**src/rtl/clk_period_meter_pkg.sv**
```systemverilog
// Shared types and default tuning for the slow-clock period meter.
// The defaults describe a 200 kHz clock measured with a 50 MHz system clock.
package clk_period_meter_pkg;

   typedef enum logic [1:0] {
      WAIT_FIRST = 2'd0,
      MEASURE    = 2'd1,
      LOST       = 2'd2
   } meter_state_t;

   localparam int DEF_CNT_W   = 16;
   localparam int DEF_EXP_PER = 250;
   localparam int DEF_TOL     = 2;
   localparam int DEF_LOCK_N  = 4;
   localparam int DEF_TMO_MAX = 1023;

   // The lower tolerance bound is clamped so that a tolerance wider than the period never wraps.
   function automatic int tol_lo(input int exp_per, input int tol);
      return (exp_per > tol) ? (exp_per - tol) : 0;
   endfunction

   function automatic int tol_hi(input int exp_per, input int tol);
      return exp_per + tol;
   endfunction

endpackage

```
**src/rtl/clk_period_meter_if.sv**
```systemverilog
// Bundle between the period meter and whoever feeds it the clock under test.
// master = the meter; slave = the source of CLK_IN and consumer of the results.
interface clk_period_meter_if
   import clk_period_meter_pkg::*;
#(
   parameter int CNT_W = DEF_CNT_W
);
   logic             CLK_IN;
   logic [7:0]       LED;
   logic [CNT_W-1:0] PERIOD;
   logic             PERIOD_VLD;
   logic             LOCK;
   logic             TIMEOUT;

   modport master (
      input  CLK_IN,
      output LED,
      output PERIOD,
      output PERIOD_VLD,
      output LOCK,
      output TIMEOUT
   );

   modport slave (
      output CLK_IN,
      input  LED,
      input  PERIOD,
      input  PERIOD_VLD,
      input  LOCK,
      input  TIMEOUT
   );
endinterface

```
**src/rtl/clk_period_meter_edge_sync_det.sv**
```systemverilog
// Multi-stage synchroniser plus rising-edge pulse for slow asynchronous inputs.
// Each bit gets its own chain so one instance can serve a group of buttons.
module edge_sync_det #(
   parameter int WIDTH  = 1,
   parameter int STAGES = 2
) (
   input  logic             clk,
   input  logic             rst_n,
   input  logic [WIDTH-1:0] async_in,
   output logic [WIDTH-1:0] rise
);

   generate
      for (genvar gi = 0; gi < WIDTH; gi++) begin : g_bit
         logic [STAGES-1:0] sync_reg;
         logic              dly_reg;

         always_ff @(posedge clk or negedge rst_n) begin
            if (!rst_n) begin
               sync_reg <= '0;
               dly_reg  <= 1'b0;
            end else begin
               sync_reg <= {sync_reg[STAGES-2:0], async_in[gi]};
               dly_reg  <= sync_reg[STAGES-1];
            end
         end

         // Both terms come straight from flops, so the pulse is glitch-free.
         assign rise[gi] = sync_reg[STAGES-1] & ~dly_reg;
      end
   endgenerate

endmodule

```
**src/rtl/clk_period_meter.sv**
```systemverilog
// Measures the period of a slow clock in system clocks, counts its edges,
// and reports lock (stable in-tolerance periods) and loss of the clock.
module clk_period_meter
   import clk_period_meter_pkg::*;
#(
   parameter int CNT_W   = DEF_CNT_W,
   parameter int EXP_PER = DEF_EXP_PER,
   parameter int TOL     = DEF_TOL,
   parameter int LOCK_N  = DEF_LOCK_N,
   parameter int TMO_MAX = DEF_TMO_MAX
) (
   input  logic                CLK_50MHz,
   input  logic                Res,
   clk_period_meter_if.master  mon
);

   localparam int               OK_W    = $clog2(LOCK_N + 1);
   localparam logic [CNT_W:0]   PER_LO  = (CNT_W+1)'(tol_lo(EXP_PER, TOL));
   localparam logic [CNT_W:0]   PER_HI  = (CNT_W+1)'(tol_hi(EXP_PER, TOL));
   localparam logic [CNT_W-1:0] CNT_MAX = CNT_W'(TMO_MAX);
   localparam logic [CNT_W-1:0] CNT_PRE = CNT_W'(TMO_MAX - 1);
   localparam logic [OK_W-1:0]  OK_FULL = OK_W'(LOCK_N);

   logic             clk_rise;
   logic [CNT_W-1:0] cnt_reg;
   logic [CNT_W:0]   cnt_p1;
   logic             in_tol;
   logic [OK_W-1:0]  ok_next;
   logic [7:0]       led_reg;

   meter_state_t     state_reg;
   logic [CNT_W-1:0] period_reg;
   logic             period_vld_reg;
   logic             lock_reg;
   logic             timeout_reg;
   logic [OK_W-1:0]  ok_cnt_reg;

   edge_sync_det #(
      .WIDTH  (1),
      .STAGES (2)
   ) u_sync (
      .clk      (CLK_50MHz),
      .rst_n    (Res),
      .async_in (mon.CLK_IN),
      .rise     (clk_rise)
   );

   // cnt holds clocks since the last edge minus one, so the period is cnt+1;
   // the extra bit keeps the compare correct even at the top of the range.
   assign cnt_p1  = {1'b0, cnt_reg} + (CNT_W+1)'(1);
   assign in_tol  = (cnt_p1 >= PER_LO) && (cnt_p1 <= PER_HI);
   assign ok_next = (ok_cnt_reg == OK_FULL) ? OK_FULL : ok_cnt_reg + OK_W'(1);

   always_ff @(posedge CLK_50MHz or negedge Res) begin
      if (!Res) begin
         cnt_reg <= '0;
         led_reg <= '0;
      end else if (clk_rise) begin
         cnt_reg <= '0;
         led_reg <= led_reg + 8'd1;
      end else if (cnt_reg != CNT_MAX) begin
         cnt_reg <= cnt_reg + CNT_W'(1);
      end
   end

   always_ff @(posedge CLK_50MHz or negedge Res) begin
      if (!Res) begin
         state_reg      <= WAIT_FIRST;
         period_reg     <= '0;
         period_vld_reg <= 1'b0;
         lock_reg       <= 1'b0;
         timeout_reg    <= 1'b0;
         ok_cnt_reg     <= '0;
      end else begin
         period_vld_reg <= 1'b0;
         case (state_reg)
            WAIT_FIRST: begin
               if (clk_rise) state_reg <= MEASURE;
            end
            MEASURE: begin
               // An edge on the timeout cycle still counts as a valid period.
               if (clk_rise) begin
                  period_reg     <= cnt_p1[CNT_W-1:0];
                  period_vld_reg <= 1'b1;
                  if (in_tol) begin
                     ok_cnt_reg <= ok_next;
                     lock_reg   <= (ok_next == OK_FULL);
                  end else begin
                     ok_cnt_reg <= '0;
                     lock_reg   <= 1'b0;
                  end
               end else if (cnt_reg == CNT_PRE) begin
                  state_reg   <= LOST;
                  timeout_reg <= 1'b1;
                  lock_reg    <= 1'b0;
                  ok_cnt_reg  <= '0;
               end
            end
            LOST: begin
               // The interval ending here spans the outage, so it is not reported.
               if (clk_rise) begin
                  state_reg   <= MEASURE;
                  timeout_reg <= 1'b0;
               end
            end
            default: state_reg <= WAIT_FIRST;
         endcase
      end
   end

   assign mon.LED        = led_reg;
   assign mon.PERIOD     = period_reg;
   assign mon.PERIOD_VLD = period_vld_reg;
   assign mon.LOCK       = lock_reg;
   assign mon.TIMEOUT    = timeout_reg;

endmodule

```
**src/flat_wrapper.sv**
```systemverilog
// flat-port wrapper written by rule: the top's interface ports become plain ports
module clk_period_meter_flat import clk_period_meter_pkg::*;
#(
   parameter int CNT_W   = DEF_CNT_W,
   parameter int EXP_PER = DEF_EXP_PER,
   parameter int TOL     = DEF_TOL,
   parameter int LOCK_N  = DEF_LOCK_N,
   parameter int TMO_MAX = DEF_TMO_MAX
)
  (CLK_50MHz, Res, mon_CLK_IN, mon_LED, mon_PERIOD, mon_PERIOD_VLD, mon_LOCK, mon_TIMEOUT);
  clk_period_meter_if #(.CNT_W(CNT_W)) mon_i ();
  input  logic CLK_50MHz;
  input  logic Res;
  input wire logic [$bits(mon_i.CLK_IN)-1:0] mon_CLK_IN;
  output wire logic [$bits(mon_i.LED)-1:0] mon_LED;
  output wire logic [$bits(mon_i.PERIOD)-1:0] mon_PERIOD;
  output wire logic [$bits(mon_i.PERIOD_VLD)-1:0] mon_PERIOD_VLD;
  output wire logic [$bits(mon_i.LOCK)-1:0] mon_LOCK;
  output wire logic [$bits(mon_i.TIMEOUT)-1:0] mon_TIMEOUT;
  assign mon_i.CLK_IN = mon_CLK_IN;
  assign mon_LED = mon_i.LED;
  assign mon_PERIOD = mon_i.PERIOD;
  assign mon_PERIOD_VLD = mon_i.PERIOD_VLD;
  assign mon_LOCK = mon_i.LOCK;
  assign mon_TIMEOUT = mon_i.TIMEOUT;
  clk_period_meter #(.CNT_W(CNT_W), .EXP_PER(EXP_PER), .TOL(TOL), .LOCK_N(LOCK_N), .TMO_MAX(TMO_MAX)) u_core (.CLK_50MHz(CLK_50MHz), .Res(Res), .mon(mon_i));
endmodule
```
**config.mk**
```make
export PLATFORM = sky130hd
export DESIGN_NAME = clk_period_meter_flat
export DESIGN_NICKNAME = d
export VERILOG_FILES = /design/src/rtl/clk_period_meter_pkg.sv /design/src/rtl/clk_period_meter_if.sv /design/src/rtl/clk_period_meter_edge_sync_det.sv /design/src/rtl/clk_period_meter.sv /design/src/flat_wrapper.sv
export SDC_FILE = /design/constraint.sdc
export NUM_CORES = 1
export LEC_CHECK = 0
export CORE_MARGIN = 2
export CORE_UTILIZATION = 30
export CTS_CLUSTER_SIZE = 40
export DETAILED_ROUTE_END_ITERATION = 16
export SKIP_LAST_GASP = 1
export SYNTH_ARGS = -nofsm -noshare
export SYNTH_HDL_FRONTEND = slang
export SYNTH_SLANG_ARGS = --single-unit
```
**constraint.sdc**
```tcl
create_clock -name CLK_50MHz -period 2.8 [get_ports CLK_50MHz]
set_input_delay 0.28 -clock CLK_50MHz [delete_from_list [all_inputs] [get_ports CLK_50MHz]]
set_output_delay 0.28 -clock CLK_50MHz [all_outputs]
set_load 0.05 [all_outputs]
```
* Word-level counts from Yosys, hierarchy flattened
Cells that the tools add are included.
** Storage, ports and cells
- Bits in registers :: 51
- Output and inout port bits :: 27
- Logic and storage cells :: 57
** Cells by class
- $add $sub $neg :: 4
- Order comparisons :: 2
- Equality and inequality tests :: 10
- Muxes and demuxes :: 19
- Bitwise gates (word level) :: 2
- Reduce and logical (&&, ||, !) cells :: 10
** Operator list (count)
- $mux 16 :: 2
- $add 16x1->17 const B :: 1
- $ge 17x8->1 const B :: 1
- $le 17x8->1 const B :: 1
- $add 16x1->16 const B :: 1
- $eq 16x10->1 const B :: 1
- $ne 16x10->1 const B :: 1
- $mux 3 :: 4
- $add 8x1->8 const B :: 1
- $mux 1 :: 8
- $eq 3x3->1 const B :: 2
- $mux 2 :: 3
- $ne 2x1->1 const B :: 3
- $reduce_bool 2->1 :: 3
- $pmux 2 s2 :: 1
- $reduce_and 2->1 :: 2
- $reduce_and 4->1 :: 1
- $add 3x1->3 const B :: 1
- $reduce_and 3->1 :: 1
- $eq 2x1->1 const B :: 1
- $eq 2x2->1 const B :: 1
- $logic_not 2->1 :: 1
- $ne 2x2->1 const B :: 1
- $pmux 1 s2 :: 1
- other kinds (4) :: 4

* Longest topological paths before layout
Gate-level depths: netlist (run 1).
- Word-level depth :: 5
- Mapped depth :: 9
- Gate-level depth less buffers :: 8

* By module
Synthesis (run 1) repeated with hierarchy kept, for this count alone.
** Unflattened totals
- Cells, all modules :: 251
- Area total of the unflattened synthesis :: 2503.7 um^2
** By module, submodules not included
- clk_period_meter :: times used 1, cells an instance 247, area each 2414.8 um^2
- edge_sync_det :: times used 1, cells an instance 4, area each 88.8 um^2

* Worst setup path before layout (run 1)
No wires, ideal clock.
- Path type :: register to register
- From :: reg u_core.cnt_reg[1]
- To :: reg u_core.ok_cnt_reg[1]
- Arrival :: 1974 ps
- Required time :: 2679 ps
- Slack :: 705 ps
- Stages on the path, launching flop included :: 10
- Clock period less this slack :: 2095 ps
- Path through :: dfrtp_1 > ha_1 > and3_1 > clkbuf_1 > and3_1 > buf_2 > and3_1 > o211ai_2 > nor3_2 > a22o_1
** Between the ends
- Cells in the longest elaborated chain, start to end :: 5
- Elaborated cells between the ends (all ways) :: 9
- Classes of those cells :: add/sub (1); order compare (2); eq/ne (1); mux (2); reduce/logical (3)
** RTL lines
- from (decl) :: line clk_period_meter.sv:25 : logic [CNT_W-1:0] cnt_reg;
- from (signal assigned) :: line clk_period_meter.sv:62 : cnt_reg <= cnt_reg + CNT_W'(1);
- $add 16x1->17 :: line clk_period_meter.sv:50 : assign cnt_p1 = {1'b0, cnt_reg} + (CNT_W+1)'(1);
- $ge 17x8->1 or $le 17x8->1 (tied branches) :: line clk_period_meter.sv:51 : assign in_tol = (cnt_p1 >= PER_LO) && (cnt_p1 <= PER_HI);
- $logic_and 1x1->1 :: line clk_period_meter.sv:51
- $mux 3 :: line clk_period_meter.sv:85 : if (in_tol) begin
- $mux 3 :: line clk_period_meter.sv:82 : if (clk_rise) begin
- to (signal assigned) :: line clk_period_meter.sv:86 : ok_cnt_reg <= ok_next;
- to (decl) :: line clk_period_meter.sv:36 : logic [OK_W-1:0] ok_cnt_reg;
Several ways; a longest one is shown, not always the timed one.
A chain may end at the register's enable or synchronous reset.

* Worst setup path after layout (run 1)
- From :: reg u_core.cnt_reg[1]
- To :: reg u_core.ok_cnt_reg[2]
Same word-level chain as after synthesis.

==> results of run 1 <==
[layout make-up]
type	instances	area [µm²]	area share, %
clock buffer	6	82.6	2.78
clock inverter	2	35.0	1.18
tap	105	131	4.42
multi-input combinational	177	1120	37.6
inverter	6	22.5	0.758
sequential	51	1280	42.9
timing repair buffer	32	308	10.4
[placed cells by master, fill, tap and decap left out, types with 3 or more instances in the layout]
cell / count
sky130_fd_sc_hd__and3_1: 5
sky130_fd_sc_hd__nand2_1: 30
sky130_fd_sc_hd__a21oi_1: 14
sky130_fd_sc_hd__o21ai_0: 20
sky130_fd_sc_hd__clkbuf_8: 6
sky130_fd_sc_hd__xnor2_1: 14
sky130_fd_sc_hd__inv_1: 6
sky130_fd_sc_hd__a22o_1: 3
sky130_fd_sc_hd__xor2_1: 11
sky130_fd_sc_hd__nand3_1: 7
sky130_fd_sc_hd__nor2_1: 16
sky130_fd_sc_hd__nand4_1: 9
sky130_fd_sc_hd__nor4_1: 3
sky130_fd_sc_hd__o211ai_1: 3
sky130_fd_sc_hd__nor2b_1: 5
sky130_fd_sc_hd__ha_1: 5
sky130_fd_sc_hd__clkdlybuf4s50_1: 28
sky130_fd_sc_hd__buf_4: 3
sky130_fd_sc_hd__dfrtp_1: 51
[worst paths after layout]
path,endpoint,slack (ps),cells after the start
min,u_core.mon.PERIOD[8],60,2
max,u_core.ok_cnt_reg[2],530,7
min reg2reg,u_core.u_sync.g_bit[0].sync_reg[1],370,0
max in group asynchronous,u_core.cnt_reg[8],2320,2
min in group CLK_50MHz,u_core.u_sync.g_bit[0].sync_reg[1],370,0
max reg2reg,u_core.ok_cnt_reg[2],530,7
[critical path: stages (launching register included)]
cell and delay (ps):
sky130_fd_sc_hd__dfrtp_1 510, sky130_fd_sc_hd__ha_1 310, sky130_fd_sc_hd__nand3_1 130, sky130_fd_sc_hd__nor4_1 260, sky130_fd_sc_hd__xnor2_1 240, sky130_fd_sc_hd__nand4_1 260
sky130_fd_sc_hd__nor4_1 340, sky130_fd_sc_hd__o22a_1 170
[cells in the mapped netlist (all sizes together) (2+ instances only)]
cell type	n
buf	10
nand4	9
o21ai	20
and3	7
nor2	16
clkbuf	6
a31oi	2
mux2i	2
o211ai	4
xor2	11
nand2b	2
nand3b	2
xnor2	14
a22o	3
and2	2
and4	3
nor3	4
inv	6
nor4	3
ha	5
nand2	30
nand3	7
a21oi	14
nor2b	5
dfrtp	51
[power groups by stage]
stage,sequential (mW),combinational (mW),clock (mW)
after CTS,0.926,0.542,0.549
final,0.925,0.535,0.538
after floorplan,1.11,0.184,0
after global routing,0.943,0.572,0.579
after global placement,0.936,0.540,0
after detailed placement,0.939,0.540,0
[logic make-up (layout without fill, tap and decap cells)]
| logic type | after synthesis | in the layout | synth area share (%) |
|---|---|---|---|
| AND/OR/NAND/NOR | 96 | 96 | 21.0 |
| flip-flops | 51 | 51 | 51.3 |
| AO/OA/AOI/OAI | 49 | 49 | 11.8 |
| XOR/XNOR | 25 | 25 | 8.79 |
| buffers and inverters | 22 | 46 | 3.87 |
| adder cells (fa/ha/maj) | 5 | 5 | 2.51 |
| multiplexers | 2 | 2 | 0.804 |
[metal layers]
metal | share of wire [%] | global-route usage (%)
met5 | 0 | 0
met4 | 0.93 | 2.90
met3 | 4.3 | 2.92
met2 | 43 | 17.0
met1 | 52 | 17.6
[metrics by stage]
stage          hold slack (ps)  std cells  setup WS, ps  power (mW)
6_report                  59.2        379           531        2.00
3_5_place_dp               350        371           539        1.48
4_1_cts                   94.7        379           518        2.02
2_1_floorplan            -15.6        250           705        1.29
5_1_grt                    129        379           265        2.09
3_3_place_gp               346        371           601        1.48
==> flow_metrics.tcl, run 1 <==
set metrics [dict create \
    run_status "complete, no violations" \
    num-fill-cells 813 \
    cp-end-kind "flop" \
    tritoncts "yes" \
    critPathKind "reg -> reg" \
    area_delta_synth_final_pct 19.4 \
    min_period_over_period_pct 81.0 \
    post_dp_cell_area_mm2 0.00286 \
    hpwl_um 3510 \
    part_of_the_power_in_combinational_logic_pct 26.8 \
    power.ir.vdd_worst_mv 0.358 \
    syn-instance-count 250 \
    critical_path.max_fanout 10 \
    avgViaCountPerCell 4.79 \
    synth.top_cell.area_share_pct 51.3 \
    timing.rr.start "u_core.cnt_reg[1]" \
    largest_net_degree_at_the_start_of_global_routing 52 \
    postRouteAntennaNets 0 \
    grt_antenna_before_repair 0 \
    layout_net_count 281 \
    htreeDepth 2 \
    cellInternalPower_mw 1.30 \
    grt_pass1_wl_um 8470 \
    cts_num_sinks 51 \
    drv.max_cap_violation_count 0 \
    start_util_pct 30.6 \
    fp.dieArea_mm2 0.00904 \
    number_of_enable_flip_flop_cells_after_synthesis 0 \
    clock-skew-final_ps 12.2 \
    post_cts_resized 0 \
    finalSetupViolations 0 \
    synthesis_warnings 0 \
    seq_area_frac_synth_pct 51.3 \
    critPathLaunchType "flop" \
    core_area_mm2 0.00813 \
    drt_drc_violations_left 0 \
    die_w_um 95.1 \
    final_hold_viol_count 0 \
    postRouteWirelength_um 4960 \
    port_buffers 29 \
    maxSlewHeadroom_pct 59.1 \
    insertion_delay_ps 310 \
    synth_area_mm2 0.00249 \
    post_layout_minimum_cycle_time_ps 2270 \
    powerDensity_mw_per_mm2 672 \
    max-clock-path-buffers 2 \
    total_switching_power_mw 0.702 \
    synth_ff_type "sky130_fd_sc_hd__dfrtp_1" \
    synth_top_cell_by_area "sky130_fd_sc_hd__dfrtp_1" \
    post_cts.repair.setup_buffers 0 \
    drive_gt1_share_pct 8.03 \
    power.static_leakage_nw 1.26 \
    synth.lib_cells_used.distinct 45 \
    clkTransAtPathRegs_ps 100 \
    detailedRoute.firstIterationViolations 50 \
    hold_path.class "in -> async" \
    cts_inserted_buffers 5 \
    fp.dieH_um 95.1 \
    cts.hold.buffers_added 0 \
    rsz0062_at_grt "false" \
    root_buffer "sky130_fd_sc_hd__clkbuf_8" \
    setup-tns-final_ps 0 \
    finalWeightedCongestion 0.871 \
    required_ps 3060 \
    first_pass_iters 4 \
    mappedNetlistNets 258 \
    max_freq_mhz 441 \
    synth_area_leaders "sky130_fd_sc_hd__dfrtp_1 51%, sky130_fd_sc_hd__xnor2_1 4.9%, sky130_fd_sc_hd__nand2_1 4.5%" \
    clock_power_share_pct 26.9 \
    ys_ff_latch 51 \
    slew_violations 0 \
    via_count_of_the_first_global_routing_pass 1682 \
    antennaDiodeCount 0 \
    floorplan.io_pins 30 \
    final_core_util_pct 36.5 \
    post-route-cell-area_mm2 0.00297 \
    setup.worst_path.start "u_core.cnt_reg[1]" \
    std_cell_rows 33 \
    detailroute.via_count 1817 \
    worst_ep_arrival_time_ps 2530 \
    grt_usage_pct 11.8 \
    syn_area_per_cell_um2 9.96 \
    switching_share_of_total_power_pct 35.1 \
    max_slew.worst_pin.slew_ps 614 \
    wl_per_cell_um 13.1 \
    seq_power_share_pct 46.3 \
    async_reset_ff_share_pct 100 \
    leftover_overflow_at_the_end_of_global_routing 0 \
]
(Power assumes the default switching activity.)
==> inputs of run 2 (changes only) <==
- clock period: 2.8 -> 1.9 ns (I/O delays scaled with it)
==> flow_metrics.tcl, run 2 (same netlist as run 1, synthesis figures left out) <==
set metrics [dict create \
    final_hold_viol_count 0 \
    timing.rr.start "u_core.cnt_reg[13]" \
    detailroute.via_count 2037 \
    rsz0062_at_grt "true" \
    port_buffers 29 \
    num-fill-cells 811 \
    worstPathBufferInverterCount 0 \
    min_path_cells 1 \
    floorplan.io_pins 30 \
    core_area_mm2 0.00813 \
    via_count_of_the_first_global_routing_pass 2060 \
    mostFrequentLayoutCells "48 x sky130_fd_sc_hd__dfrtp_1, 38 x sky130_fd_sc_hd__buf_4, 28 x sky130_fd_sc_hd__nand2_1, 28 x sky130_fd_sc_hd__clkdlybuf4s50_1, 19 x sky130_fd_sc_hd__o21ai_0" \
    seq_power_share_pct 45.6 \
    critPathSlowestCell "sky130_fd_sc_hd__or4_4" \
    cp-end-kind "flop" \
    worst-path-stages 6 \
    failed_checks "negative setup slack" \
    root_buffer "sky130_fd_sc_hd__clkbuf_8" \
    first_pass_iters 4 \
    power.ir.vdd_worst_mv 0.520 \
    worstPathCellList "or4_4 -> nor3_4 -> and4_4 -> nand3b_2 -> and2_4 -> a22o_1" \
    cellInternalPower_mw 1.87 \
    setup.worst_path.start "u_core.cnt_reg[13]" \
    post_dp_cell_area_mm2 0.00314 \
    ff2ff_path_depth 6 \
    grt_antenna_before_repair 0 \
    largest_net_degree_at_the_start_of_global_routing 32 \
    post-route-cell-area_mm2 0.00336 \
    fp.dieH_um 95.1 \
    cts_inserted_buffers 5 \
    grt_pass1_wl_um 9890 \
    hold_path.startpoint "mon_CLK_IN" \
    switching_share_of_total_power_pct 36.6 \
    powerDensity_mw_per_mm2 881 \
    avgViaCountPerCell 4.90 \
    drive_gt1_share_pct 25.4 \
    cts_num_sinks 51 \
    insertion_delay_ps 310 \
    start_util_pct 30.6 \
    hpwl_um 4150 \
    required_ps 2100 \
    critPathLaunchType "flop" \
    drv.max_cap_violation_count 0 \
    clock_power_share_pct 20.5 \
    fp.dieArea_mm2 0.00904 \
    power.static_leakage_nw 1.45 \
    cpPeakStageDelay_ps 550 \
    post-layout-total-power_mw 2.96 \
    final.setup.worst_slack_ps -47.1 \
    clkTransAtPathRegs_ps 90 \
    part_of_the_power_in_combinational_logic_pct 33.8 \
    die_w_um 95.1 \
    std_cell_rows 33 \
    maxSlewHeadroom_pct 60.7 \
    post_layout_minimum_cycle_time_ps 1950 \
    critical_path.max_fanout 4 \
    hold_path.class "in -> reg" \
    ff2ff_setup_slack_ps -50 \
    critPathKind "reg -> reg" \
    run_status "finished with violations" \
    area_delta_synth_final_pct 34.9 \
    postRouteAntennaNets 0 \
    clock-skew-final_ps 5.28 \
    critical_path.top_delay_family "simple AND/OR/NAND/NOR gates" \
    drt_drc_violations_left 0 \
    finalWeightedCongestion 0.848 \
    htreeDepth 2 \
    max-clock-path-buffers 2 \
    detailedRoute.firstIterationViolations 88 \
    finalSetupViolations 4 \
    mostFrequentLayoutCell "sky130_fd_sc_hd__dfrtp_1" \
    grt_usage_pct 14.0 \
    final_core_util_pct 41.3 \
    total_switching_power_mw 1.08 \
    postRouteWirelength_um 5760 \
    antennaDiodeCount 0 \
    layout_net_count 319 \
    tritoncts "yes" \
    max_slew.worst_pin.slew_ps 589 \
    setup-tns-final_ps -138 \
    worst_ep_arrival_time_ps 2150 \
    slew_violations 0 \
    max_freq_mhz 514 \
    leftover_overflow_at_the_end_of_global_routing 0 \
    wl_per_cell_um 13.8 \
    min_period_over_period_pct 102 \
]
run 2: cell count changes in the layout (fill, tap and decap cells not counted), sizes merged:
cell / before / now
buf: 4 / 41
dlygate4sd3: 0 / 1
clkinv: 1 / 0
clkinvlp: 0 / 1
bufinv: 1 / 0
run 2: final timing paths:
check / endpoint
setup reg to reg: u_core.ok_cnt_reg[0]
hold reg to reg: u_core.u_sync.g_bit[0].sync_reg[1]
hold / removal: u_core.u_sync.g_bit[0].sync_reg[0]
max in group asynchronous: u_core.mon.PERIOD[5]
min in group asynchronous: u_core.mon.LED[7]
setup / recovery: u_core.ok_cnt_reg[0]
run 2: repair_timing:
action | in CTS | in global routing
gates resized for setup | 16 | 7
hold endpoints to repair | 24 | 0
setup buffers | 3 | 1
pin swaps | 9 | 1
endpoints found under the setup margin | 4 | 16
hold buffers | 1 | 0
run 2: final cells by class:
class / count / area (µm²) / area share [%]
Inverter: 6 / 22.5 / 0.670
Multi-Input combinational cell: 177 / 1230 / 36.7
Clock buffer: 6 / 72.6 / 2.16
Sequential cell: 51 / 1280 / 38.1
Timing Repair Buffer: 70 / 612 / 18.2
Clock inverter: 1 / 7.51 / 0.223
Tap cell: 105 / 131 / 3.91
run 2: power by group through the flow:
| stage | clock [mW] | sequential (mW) | combinational (mW) |
|---|---|---|---|
| finish | 0.608 | 1.35 | 1.00 |
| detailed placement | 0 | 1.36 | 0.955 |
| CTS | 0.630 | 1.35 | 1.00 |
| floorplan | 0 | 1.64 | 0.277 |
| global placement | 0 | 1.36 | 0.952 |
| global route | 0.678 | 1.37 | 1.07 |
run 2: stage by stage:
| stage | hold WS (ps) | worst slack (ps) | instances |
|---|---|---|---|
| final | 323 | -47.1 | 416 |
| after global routing | 309 | -167 | 416 |
| after CTS | 322 | -52.8 | 415 |
| after detailed placement | 225 | -100 | 404 |
| after global placement | 219 | 0.381 | 404 |
| after floorplan | -106 | -20.3 | 250 |
run 2: worst register-to-register path: cells and delay by family (launching register included):
kind             cells  cell delay, ps
AO/OA/AOI/OAI        1             230
AND/OR/NAND/NOR      5            1220
flip-flops           1             390
run 2: routing by layer:
metal / wire [µm] / part of all wire (%) / GRT usage [%] / vias up
met5: 0 / 0 / 0 / -
met4: 60 / 1.0 / 3.99 / 0
met3: 241 / 4.2 / 3.32 / 8
met2: 2730 / 47 / 22.5 / 45
met1: 2730 / 47 / 18.8 / 997
li1: - / - / - / 987
